## config.mk

```make
export PLATFORM = sky130hd
export DESIGN_NAME = control_in_tracker
export DESIGN_NICKNAME = d
export VERILOG_FILES = /design/src/rtl/control_in_tracker_pkg.sv /design/src/rtl/control_in_tracker_ctrl_in_fifo.sv /design/src/rtl/control_in_tracker.sv
export SDC_FILE = /design/constraint.sdc
export NUM_CORES = 1
export LEC_CHECK = 0
export CORE_AREA = 3 3 92 160
export CTS_BUF_LIST = sky130_fd_sc_hd__clkbuf_4
export CTS_CLUSTER_SIZE = 25
export DETAILED_ROUTE_END_ITERATION = 6
export DIE_AREA = 0 0 95 163
export SLEW_MARGIN = 20
export SYNTH_ARGS = -nofsm -noshare
export SYNTH_HDL_FRONTEND = slang
export SYNTH_SLANG_ARGS = --single-unit
```

## constraint.sdc

```tcl
create_clock -name clk -period 4.95 [get_ports clk]
set_input_delay 1.485 -clock clk [delete_from_list [all_inputs] [get_ports clk]]
set_output_delay 1.485 -clock clk [all_outputs]
set_load 0.03 [all_outputs]
```

## src/rtl/control_in_tracker_pkg.sv

```systemverilog
// Shared LC3 opcode constants, tracker FSM state type and opcode classification helpers.
package control_in_tracker_pkg;

  localparam logic [3:0] OP_BR  = 4'b0000;
  localparam logic [3:0] OP_LD  = 4'b0010;
  localparam logic [3:0] OP_ST  = 4'b0011;
  localparam logic [3:0] OP_LDR = 4'b0110;
  localparam logic [3:0] OP_STR = 4'b0111;
  localparam logic [3:0] OP_LDI = 4'b1010;
  localparam logic [3:0] OP_STI = 4'b1011;

  typedef enum logic [1:0] {
    IDLE    = 2'd0,
    WAIT_D1 = 2'd1,
    WAIT_D2 = 2'd2
  } trk_state_e;

  function automatic logic is_mem_op(input logic [3:0] op);
    return (op == OP_LD)  || (op == OP_ST)  || (op == OP_LDR) ||
           (op == OP_STR) || (op == OP_LDI) || (op == OP_STI);
  endfunction

  // Indirect ops make two memory accesses: pointer fetch, then the data itself.
  function automatic logic is_indirect(input logic [3:0] op);
    return (op == OP_LDI) || (op == OP_STI);
  endfunction

endpackage

```

## src/rtl/control_in_tracker_ctrl_in_fifo.sv

```systemverilog
// Circular in-flight instruction queue with occupancy count, full/empty and dropped-push detect.
module ctrl_in_fifo #(
  parameter int DATA_W = 16,
  parameter int DEPTH  = 4
) (
  input  logic                       clk,
  input  logic                       i_rst_n,
  input  logic                       i_push,
  input  logic [DATA_W-1:0]          i_din,
  input  logic                       i_pop,
  output logic [DATA_W-1:0]          o_head,
  output logic [$clog2(DEPTH):0]     o_count,
  output logic                       o_full,
  output logic                       o_empty,
  output logic                       o_overflow
);

  localparam int PTR_W = $clog2(DEPTH);
  localparam int CNT_W = PTR_W + 1;

  logic [DATA_W-1:0] r_mem [DEPTH];
  logic [PTR_W-1:0]  r_wr_ptr;
  logic [PTR_W-1:0]  r_rd_ptr;
  logic [CNT_W-1:0]  r_count;

  logic w_full;
  logic w_empty;
  logic w_do_push;
  logic w_do_pop;

  assign w_full    = (r_count == CNT_W'(DEPTH));
  assign w_empty   = (r_count == '0);
  assign w_do_pop  = i_pop && !w_empty;
  // A pop in the same cycle frees the slot, so a push at full still lands.
  assign w_do_push = i_push && (!w_full || w_do_pop);

  assign o_overflow = i_push && w_full && !w_do_pop;
  assign o_head     = w_empty ? '0 : r_mem[r_rd_ptr];
  assign o_count    = r_count;
  assign o_full     = w_full;
  assign o_empty    = w_empty;

  always_ff @(posedge clk) begin
    if (w_do_push) begin
      r_mem[r_wr_ptr] <= i_din;
    end
  end

  always_ff @(posedge clk or negedge i_rst_n) begin
    if (!i_rst_n) begin
      r_wr_ptr <= '0;
      r_rd_ptr <= '0;
      r_count  <= '0;
    end else begin
      if (w_do_push) begin
        r_wr_ptr <= r_wr_ptr + 1'b1;
      end
      if (w_do_pop) begin
        r_rd_ptr <= r_rd_ptr + 1'b1;
      end
      case ({w_do_push, w_do_pop})
        2'b10:   r_count <= r_count + 1'b1;
        2'b01:   r_count <= r_count - 1'b1;
        default: r_count <= r_count;
      endcase
    end
  end

endmodule

```

## src/rtl/control_in_tracker.sv

```systemverilog
// LC3 controller-boundary tracker: instruction queue, branch evaluation, memory-op
// completion sequencing with timeout, and sticky protocol-error flags.
module control_in_tracker
  import control_in_tracker_pkg::*;
#(
  parameter int DATA_W  = 16,
  parameter int CC_W    = 3,
  parameter int DEPTH   = 4,
  parameter int TIMEOUT = 15
) (
  input  logic                   clk,
  input  logic                   rst,
  input  logic                   fetch_valid,
  input  logic [DATA_W-1:0]      IMem_dout,
  input  logic                   complete_instr,
  input  logic                   complete_data,
  input  logic [DATA_W-1:0]      IR_Exec,
  input  logic [CC_W-1:0]        NZP,
  input  logic [CC_W-1:0]        psr,
  output logic [DATA_W-1:0]      head_instr,
  output logic [$clog2(DEPTH):0] q_count,
  output logic                   q_full,
  output logic                   q_empty,
  output logic                   br_valid,
  output logic                   br_taken,
  output logic                   mem_busy,
  output logic                   err_overflow,
  output logic                   err_underflow,
  output logic                   err_order,
  output logic                   err_timeout
);

  localparam int TMR_W = $clog2(TIMEOUT + 1);
  localparam logic [TMR_W-1:0] TMO = TMR_W'(TIMEOUT);

  trk_state_e        r_state;
  logic [TMR_W-1:0]  r_timer;
  logic              r_indirect;
  logic              r_br_valid;
  logic              r_br_taken;
  logic              r_err_overflow;
  logic              r_err_underflow;
  logic              r_err_order;
  logic              r_err_timeout;

  logic [DATA_W-1:0] w_head;
  logic              w_empty;
  logic              w_overflow;
  logic              w_pop;
  logic [3:0]        w_head_op;
  logic              w_is_br;
  logic              w_busy;
  logic [TMR_W-1:0]  w_timer_next;
  logic              w_tmo_fire;

  assign w_busy    = (r_state != IDLE);
  assign w_pop     = complete_instr && !w_empty && !w_busy;
  assign w_head_op = w_head[DATA_W-1 -: 4];
  // An all-zero word decodes as BR with an empty mask; treat it as a bubble.
  assign w_is_br   = (IR_Exec[DATA_W-1 -: 4] == OP_BR) && (IR_Exec != '0);

  assign w_timer_next = r_timer + 1'b1;
  assign w_tmo_fire   = w_busy && !complete_data && (w_timer_next == TMO);

  ctrl_in_fifo #(
    .DATA_W (DATA_W),
    .DEPTH  (DEPTH)
  ) u_fifo (
    .clk        (clk),
    .i_rst_n    (rst),
    .i_push     (fetch_valid),
    .i_din      (IMem_dout),
    .i_pop      (w_pop),
    .o_head     (w_head),
    .o_count    (q_count),
    .o_full     (q_full),
    .o_empty    (w_empty),
    .o_overflow (w_overflow)
  );

  always_ff @(posedge clk or negedge rst) begin
    if (!rst) begin
      r_state    <= IDLE;
      r_timer    <= '0;
      r_indirect <= 1'b0;
    end else begin
      case (r_state)
        IDLE: begin
          r_timer <= '0;
          if (w_pop && is_mem_op(w_head_op)) begin
            r_state    <= WAIT_D1;
            r_indirect <= is_indirect(w_head_op);
          end
        end
        WAIT_D1, WAIT_D2: begin
          if (complete_data) begin
            r_timer <= '0;
            if ((r_state == WAIT_D1) && r_indirect) begin
              r_state <= WAIT_D2;
            end else begin
              r_state <= IDLE;
            end
          end else if (w_tmo_fire) begin
            r_timer <= '0;
            r_state <= IDLE;
          end else begin
            r_timer <= w_timer_next;
          end
        end
        default: begin
          r_state <= IDLE;
          r_timer <= '0;
        end
      endcase
    end
  end

  // br_taken keeps its last result whenever IR_Exec is not a branch.
  always_ff @(posedge clk or negedge rst) begin
    if (!rst) begin
      r_br_valid <= 1'b0;
      r_br_taken <= 1'b0;
    end else begin
      r_br_valid <= w_is_br;
      if (w_is_br) begin
        r_br_taken <= |(NZP & psr);
      end
    end
  end

  always_ff @(posedge clk or negedge rst) begin
    if (!rst) begin
      r_err_overflow  <= 1'b0;
      r_err_underflow <= 1'b0;
      r_err_order     <= 1'b0;
      r_err_timeout   <= 1'b0;
    end else begin
      if (w_overflow) begin
        r_err_overflow <= 1'b1;
      end
      if (complete_instr && w_empty) begin
        r_err_underflow <= 1'b1;
      end
      if (complete_instr && !w_empty && w_busy) begin
        r_err_order <= 1'b1;
      end
      if (w_tmo_fire) begin
        r_err_timeout <= 1'b1;
      end
    end
  end

  assign head_instr    = w_head;
  assign q_empty       = w_empty;
  assign mem_busy      = w_busy;
  assign br_valid      = r_br_valid;
  assign br_taken      = r_br_taken;
  assign err_overflow  = r_err_overflow;
  assign err_underflow = r_err_underflow;
  assign err_order     = r_err_order;
  assign err_timeout   = r_err_timeout;

endmodule

```

Word-level counts from Yosys, hierarchy flattened --
Memories as Yosys holds them, arrays and structs flattened. Index checks and enable logic that the tools add are counted. W data, S select, Z words.
Storage, ports and cells: register bits after elaboration 20, latch bits 0, bits in writable memories 64, ROM bits 0, input bits 43, output and inout port bits 28, logic and storage cells 80, memories kept 1
Cells by class: add/sub/neg operators 5, $mul 0, divide/modulo/power cells 0, magnitude comparators 0, equal/unequal tests 14, shifts and indexed selects 0, muxes and demuxes 12, bitwise operators 1, reductions and logical operators 35
Memories:
- u_fifo.r_mem | words 4, bits a word 16, rd ports 1, clocked after Yosys merged registers in 0, write ports 1, line control_in_tracker_ctrl_in_fifo.sv:21 | logic [DATA_W-1:0] r_mem [DEPTH];
Operators by type and width (number):
- $mux W16 | 1
- $reduce_bool A16 Y1 | 1
- $logic_and A1 B1 Y1 | 13
- $eq A4 B4 Y1 const B | 3
- $mux W4 | 3
- $eq A4 B2 Y1 const B | 2
- $eq A4 B3 Y1 const B | 2
- $mux W2 | 4
- $logic_or A1 B1 Y1 | 7
- $pmux W3 S2 | 1
- $logic_not A1 Y1 | 5
- $add A2 B1 Y2 const B | 2
- $add A4 B1 Y4 const B | 1
- $eq A2 B1 Y1 const B | 2
- $eq A2 B2 Y1 const B | 2
- $logic_not A4 Y1 | 1
- $pmux W2 S2 | 1
- $reduce_and A2 Y1 | 2
- $reduce_bool A2 Y1 | 2
- $add A3 B1 Y3 const B | 1
- $and A3 B3 Y3 | 1
- $eq A3 B3 Y1 const B | 1
- $logic_not A3 Y1 | 1
- $ne A3 B3 Y1 const B | 1
- 6 further kinds | 7

Depth between registers and ports, before layout --
Gate-level depths: netlist of the first run.
depth in word-level cells 11, mapped depth 12, mapped depth without buffers 12

Modules after synthesis --
Synthesis of the first run repeated with hierarchy kept, for this count alone.
Unflattened totals: cell total of the unflattened synthesis 200, area total of the unflattened synthesis 3494.6 sq um
Modules (own cells, without submodules):
- ctrl_in_fifo | instances 1, cells an instance 141, area an instance 2869.0 sq um, seq. area each 2097.0 sq um
- control_in_tracker | instances 1, cells an instance 59, area an instance 625.6 sq um, seq. area each 325.3 sq um

Worst setup path before layout of the first run --
OpenSTA, ideal clock, no wires.
path type reg2out, from reg u_fifo.r_count[0], in the netlist u_fifo.o_count[0], to out head_instr[12], arrival time 1.809 ns, data required time 3.465 ns, slack 1.656 ns, stages on the path, launching flop included 5, path through dfrtp_1 nor3_1 clkbuf_1 clkbuf_1 nor2b_1
Between the ends: cells in the longest elaborated chain, start to end 2
RTL lines:
- from (decl) | line control_in_tracker_ctrl_in_fifo.sv:24 | logic [CNT_W-1:0] r_count;
- from (signal assigned) | line control_in_tracker_ctrl_in_fifo.sv:62 | 2'b10: r_count <= r_count + 1'b1;
- from (signal assigned) | line control_in_tracker_ctrl_in_fifo.sv:63 | 2'b01: r_count <= r_count - 1'b1;
- from (signal assigned) | line control_in_tracker_ctrl_in_fifo.sv:64 | default: r_count <= r_count;
- $logic_not A3 Y1 | line control_in_tracker_ctrl_in_fifo.sv:32 | assign w_empty = (r_count == '0);
- named net q_empty | line control_in_tracker.sv:23 | output logic q_empty,
- $mux W16 | line control_in_tracker_ctrl_in_fifo.sv:38 | assign o_head = w_empty ? '0 : r_mem[r_rd_ptr];
- to (decl) | line control_in_tracker.sv:20 | output logic [DATA_W-1:0] head_instr,
The timed path passes the listed nets, and every way through them passes these cells.

Worst setup path in the final report of the first run --
from reg u_fifo.r_rd_ptr[0], to out head_instr[4]
Between the ends: cells in the longest elaborated chain, start to end 2
RTL lines:
- from (decl) | line control_in_tracker_ctrl_in_fifo.sv:23 | logic [PTR_W-1:0] r_rd_ptr;
- from (signal assigned) | line control_in_tracker_ctrl_in_fifo.sv:59 | r_rd_ptr <= r_rd_ptr + 1'b1;
- $mem_v2 Z4 W16
- $mux W16 | line control_in_tracker_ctrl_in_fifo.sv:38
No other way between the ends.

==> flow_metrics.tcl, run 1 <==
set metrics [dict create \
    worstHoldEndpoint "err_underflow" \
    hp-class "register to register" \
    hold_buffers 0 \
    yosysWarnings 0 \
    die_w_um 95 \
    synthTopCellsByArea "edfxtp_1, dfrtp_1, mux4_2" \
    reg2reg_from "u_fifo.o_count[1]" \
    vias_per_cell 4.289 \
    dpl.hpwl_mm 5.073 \
    ys.flop_type "edfxtp_1" \
    path_buf_inv 2 \
    synth_fp_nets 259 \
    final_cell_mix "clkdlybuf4s50_1, edfxtp_1, dfrtp_1" \
    reg2reg_depth 7 \
    clkTransAtPathRegs_ns 0.14 \
    drive_gt1_share_pct 12.24 \
    worstPathArrival_ns 2.86 \
    num_io_pins 71 \
    r2r_setup_slack_ns 2.49 \
    clockRootBuffer "clkbuf_4" \
    initial_core_util_pct 25.96 \
    drt-total-wl_mm 7.073 \
    avgSynthCellArea_um2 17.21 \
    skew_ns 0.01001 \
    clockPowerShare_pct 15.6 \
    dr.pass1.iters 4 \
    grt_start_max_net_pins 21 \
    power_frac_comb_pct 44.4 \
    min_period_ns 4.346 \
    vdd_drop_max_uv 197.8 \
    switching_share_pct 38.13 \
    p_seq_share_pct 39.9 \
    track_usage_pct 9.713 \
    clk_latency_ns 0.43 \
    grt_pass1_wl_mm 11.16 \
    fin_setup_tns_ns 0 \
    cts_sinks 84 \
    final_nets 336 \
    dieArea_mm2 0.01549 \
    power.density_mw_per_mm2 580.2 \
    clockBufferDepth 2 \
    cts_resized 0 \
    fin_crit_sh_pct 87.80 \
    synthArstFlopShare_pct 23.81 \
    synth_top_cell_by_area "edfxtp_1" \
    antenna_found_initial 0 \
    start_kind "register" \
    post_cts_buffers 0 \
    path_max_fanout 13 \
    p_sw_mw 1.011 \
    outcome "finished, final reports clean" \
    internal-power_mw 1.640 \
    ys_seq_elements 84 \
    core-area_mm2 0.01352 \
    power_leakage_nw 1.626 \
    num-fill-cells 1310 \
    netlist_area_mm2 0.003511 \
    path_delay_family "buffers and inverters" \
    syn_inst 204 \
    critPathMaxStageDelay_ns 0.86 \
    ys_types 37 \
    endpoint_kind "output port" \
    via_count 1973 \
    synth-edff-count 64 \
    r2r-end "u_fifo.o_count[1]" \
    max_cap_violations 0 \
    final_max_slew_viol_count 0 \
    port_buffers 70 \
    area_growth_pct 30.15 \
    slowest_stage "dfrtp_1" \
    path_cells "buf_4 -> mux4_2 -> nor2b_1 -> clkdlybuf4s50_1" \
    timing.hold.ws_ns 0.4684 \
    numCtsBuffers 9 \
    hold_viol 0 \
    final_core_util_pct 33.79 \
    drc 0 \
    ys_seq_area_share_pct 69.00 \
    layout_commonest_cell "clkdlybuf4s50_1" \
    fmax_ghz 0.2301 \
    setup_viol 0 \
    antenna_cells 0 \
    place.gp.congestion 0.7477 \
    grt_pass1_vias 2139 \
    ant_nets 0 \
    final_cells 460 \
    min_from "err_underflow" \
    worstSetupPathType "register to output port" \
    cts_tree "done" \
    critPathRequiredTime_ns 3.46 \
    hold_path_depth 1 \
    rsz0062_at_grt "false" \
    drtIter0Drc 46 \
    die_y_um 163 \
    tightestPinTransition_ns 0.9394 \
    synth.top_cell.area_share_pct 54.74 \
    relSlewSlack_pct 37.18 \
    worstSetupPathDepth 4 \
    wl_per_cell_um 15.38 \
    grt_overflow 0 \
    rows 56 \
    cts.htree.levels 3 \
    place_inst 444 \
]
-- flip-flops by register name, indices dropped and copies added, names as in the netlist --
name             cells
br_taken             1
u_fifo.r_wr_ptr      2
br_valid             1
u_fifo.r_rd_ptr      2
err_overflow         1
u_fifo.o_count       3
r_indirect           1
err_order            1
err_timeout          1
r_state              2
r_timer              4
err_underflow        1
u_fifo.r_mem        64
-- synthesized netlist by cell type (2+ instances only) --
master,instances
a21oi_1,2
and2_1,2
and3_1,5
clkbuf_1,3
dfrtp_1,20
edfxtp_1,64
ha_1,11
inv_1,11
mux2_1,2
mux4_1,4
mux4_2,12
nand2_1,7
nand3_1,4
nor2_1,8
nor2b_1,16
nor3_1,2
nor4_1,4
o21bai_1,2
xnor2_1,4
xor2_1,4
-- layer usage --
| metal | track usage [%] | routed length, um | vias up |
|---|---|---|---|
| li1 | - | - | 930 |
| met1 | 10.56 | 2733 | 990 |
| met2 | 17.38 | 3920 | 45 |
| met3 | 2.543 | 304 | 8 |
| met4 | 4.205 | 114 | 0 |
| met5 | 0 | 0 | - |
-- final cells by class --
type | count | area (um2) | area share, %
tap | 174 | 217.7 | 4.765
timing repair buffer | 72 | 715.7 | 15.66
sequential | 84 | 2422 | 53.01
inverter | 11 | 41.29 | 0.9036
clock buffer | 9 | 67.56 | 1.479
multi-input combinational | 103 | 1021 | 22.34
clock inverter | 7 | 83.83 | 1.835
-- how the worst max path moves through the flow --
stage                             from        endpoint  slack, ns
global route        u_fifo.r_rd_ptr[0]   head_instr[1]       0.40
global placement    u_fifo.r_rd_ptr[0]   head_instr[4]       1.06
detailed placement  u_fifo.r_rd_ptr[0]   head_instr[4]       1.03
finish              u_fifo.r_rd_ptr[0]   head_instr[4]       0.60
floorplan            u_fifo.o_count[0]  head_instr[12]       1.66
CTS                 u_fifo.r_rd_ptr[0]   head_instr[4]       0.50
-- power by group through the flow --
stage          logic [mW]  clock network (mW)  registers (mW)
4_1_cts              1.21               0.431            1.07
5_1_grt              1.27               0.462            1.09
2_1_floorplan       0.764                   0            1.04
3_5_place_dp         1.20                   0            1.08
3_3_place_gp         1.19                   0            1.07
6_report             1.18               0.415            1.06
-- worst reg2reg max path: cells and delay by family (launching register included) --
kind / cells / cell delay [ns]
AND/OR/NAND/NOR: 2 / 0.75
adder cells (fa/ha/maj): 2 / 0.65
flip-flops: 1 / 0.44
buffers and inverters: 2 / 0.40
AO/OA/AOI/OAI: 1 / 0.16
-- stage by stage --
stage / setup slack [ns] / area [um2] / total power, mW
final: 0.6039 / 4569 / 2.651
after global routing: 0.3991 / 4569 / 2.826
after CTS: 0.5017 / 4569 / 2.704
after detailed placement: 1.025 / 4418 / 2.286
after global placement: 1.064 / 4418 / 2.259
after floorplan: 1.656 / 3511 / 1.805
-- logic make-up (layout without fill, tap and decap cells) --
| group | Yosys count | count (layout) | share of synthesized area (%) |
|---|---|---|---|
| AOI/OAI and AO/OA | 11 | 11 | 2.423 |
| xor gates and xnor gates | 8 | 8 | 1.996 |
| adders and majority gates | 12 | 12 | 4.490 |
| buffers and inverters | 17 | 99 | 2.067 |
| DFF | 84 | 84 | 68.99 |
| muxes | 20 | 20 | 11.94 |
| and+or+nand+nor | 52 | 52 | 8.090 |
No activity file was read; power rests on OpenSTA's default activity.
==> run 2: changes to the inputs <==
- ABC_AREA: not set -> 1
- CORE_AREA: 3 3 92 160 -> 3 3 94 163
- DIE_AREA: 0 0 95 163 -> 0 0 97 166
==> flow_metrics.tcl, run 2 <==
set metrics [dict create \
    via_count 2497 \
    drtIter0Drc 54 \
    fin_setup_tns_ns 0 \
    final_max_slew_viol_count 0 \
    clockBufferDepth 2 \
    power.density_mw_per_mm2 603.5 \
    hold_viol 0 \
    hold_buffers 0 \
    p_seq_share_pct 36.1 \
    synth.top_cell.area_share_pct 53.09 \
    cts.htree.levels 3 \
    grt_start_max_net_pins 35 \
    yosys.area_share.simple_pct 14.55 \
    ys.flop_type "edfxtp_1" \
    synthTopCellsByArea "edfxtp_1, dfrtp_1, nor2_1" \
    initial_core_util_pct 25.76 \
    drc 0 \
    core-area_mm2 0.01405 \
    die_w_um 97 \
    dieArea_mm2 0.01610 \
    vdd_drop_max_uv 341.6 \
    grt_overflow 0 \
    relSlewSlack_pct 55.20 \
    final_cell_mix "nor2_1, clkdlybuf4s50_1, edfxtp_1" \
    critPathRequiredTime_ns 3.46 \
    yosysWarnings 0 \
    yosys.area_share.adder_pct 4.355 \
    p_sw_mw 1.218 \
    ys_seq_elements 84 \
    synth_top_family_by_area "simple AND/OR/NAND/NOR gates" \
    worstPathArrival_ns 2.92 \
    ant_nets 0 \
    num_io_pins 71 \
    worstSetupPathType "register to output port" \
    numCtsBuffers 9 \
    wl_per_cell_um 13.95 \
    cts_resized 0 \
    switching_share_pct 43.36 \
    internal-power_mw 1.591 \
    num-fill-cells 1407 \
    setup_viol 0 \
    synthArstFlopShare_pct 23.81 \
    largest_reg_flops 64 \
    drive_gt1_share_pct 8.458 \
    netlist_area_mm2 0.003620 \
    regMostFlops "u_fifo.r_mem" \
    drt-total-wl_mm 8.079 \
    dr.pass1.iters 5 \
    synthMuxAreaShare_pct 0 \
    avgSynthCellArea_um2 11.24 \
    synth-edff-count 64 \
    post_cts_buffers 0 \
    syn_inst 322 \
    synth_top_cell_by_area "edfxtp_1" \
    synth_fp_nets 377 \
    area_growth_pct 28.62 \
    fmax_ghz 0.2269 \
    cts_tree "done" \
    rows 57 \
    dpl.hpwl_mm 5.467 \
    hp-class "register to register" \
    power_mw 2.810 \
    ys_seq_area_share_pct 66.92 \
    endpoint_kind "output port" \
    cts_sinks 84 \
    skew_ns 0.01657 \
    ys_top_cells_by_count "nor2_1, edfxtp_1, inv_1, nand2_1, o21ai_0" \
    synth_compound_area_share_pct 7.432 \
    power_leakage_nw 1.788 \
    layout_commonest_cell "nor2_1" \
    min_period_ns 4.407 \
    track_usage_pct 10.18 \
    start_kind "register" \
    synth_xor_area_share_pct 1.694 \
    path_max_fanout 18 \
    ys_types 26 \
    power_frac_comb_pct 49.5 \
    max_cap_violations 0 \
    grt_pass1_vias 2616 \
    antenna_found_initial 0 \
    grt_pass1_wl_mm 13.02 \
    port_buffers 70 \
    place.gp.congestion 0.7465 \
    clkTransAtPathRegs_ns 0.13 \
    clk_latency_ns 0.44 \
    die_y_um 166 \
    clockPowerShare_pct 14.5 \
    antenna_cells 0 \
    rsz0062_at_grt "false" \
    outcome "finished, final reports clean" \
    tightestPinTransition_ns 0.6719 \
    final_nets 453 \
    clockRootBuffer "clkbuf_4" \
    fin_crit_sh_pct 89.03 \
    yosysMostFrequentCell "nor2_1" \
    vias_per_cell 4.313 \
]
run 2: changes by cell type after synthesis, moves of 16 or more:
cell     before  now
nand2_1       7   30
nor2_1        8   70
nor2b_1      16    0
inv_1        11   32
o21ai_0       1   29
a21oi_1       2   18
run 2: logic make-up after synthesis:
| group | after synthesis |
|---|---|
| XOR/XNOR | 7 |
| flip-flops | 84 |
| AND/OR/NAND/NOR | 125 |
| adder cells (fa/ha/maj) | 12 |
| buffers and inverters | 43 |
| AO/OA/AOI/OAI | 51 |
run 2: power groups by stage:
stage | Clock, mW | Sequential (mW) | Combinational, mW
final | 0.406 | 1.01 | 1.39
after global routing | 0.445 | 1.03 | 1.53
after CTS | 0.421 | 1.02 | 1.42
after detailed placement | 0 | 1.03 | 1.41
after global placement | 0 | 1.02 | 1.38
after floorplan | 0 | 1.04 | 0.872
run 2: cell type report:
cell class	count	area, um2	area share (%)
clock inverter	6	72.57	1.559
sequential	84	2422	52.03
inverter	33	123.9	2.661
clock buffer	9	67.56	1.451
tap	177	221.5	4.757
timing repair buffer	75	733.2	15.75
multi-input combinational	195	1015	21.80
run 2: worst paths after layout:
kind,from,slack [ns],depth (start not counted),endpoint
worst min register to register,err_underflow,0.48,1,err_underflow
worst min-delay path,err_underflow,0.48,1,err_underflow
worst max register to register,r_state[0],2.63,11,u_fifo.o_count[2]
worst max-delay path,u_fifo.r_rd_ptr[1],0.54,5,head_instr[6]
max in group asynchronous,rst,3.64,1,br_valid
min in group asynchronous,rst,0.97,1,u_fifo.o_count[2]
run 2: layer usage:
metal  track usage (%)  routed length (um)
met5                 0                   0
met4             3.729                 109
met3             2.900                 384
met2             18.20                4179
met1             11.38                3405
run 2: metrics by stage:
| stage | worst slack (ns) | cell area [um2] | hold slack, ns | cells | utilization, % |
|---|---|---|---|---|---|
| 2_1_floorplan | 1.855 | 3620 | 0.4546 | 322 | - |
| 3_3_place_gp | 1.005 | 4521 | 0.4502 | 564 | 32.18 |
| 3_5_place_dp | 0.9753 | 4521 | 0.4542 | 564 | 32.18 |
| 4_1_cts | 0.4565 | 4661 | 0.4850 | 579 | 33.17 |
| 5_1_grt | 0.2572 | 4656 | 0.5140 | 579 | 33.14 |
| 6_report | 0.5428 | 4656 | 0.4806 | 579 | 33.14 |
run 2: critical path, stage by stage (launching register included):
cell             delay [ns]
dfrtp_1                0.80
inv_1                  0.51
nor2_1                 0.18
o21ai_0                0.09
a21oi_1                0.17
clkdlybuf4s50_1        0.74
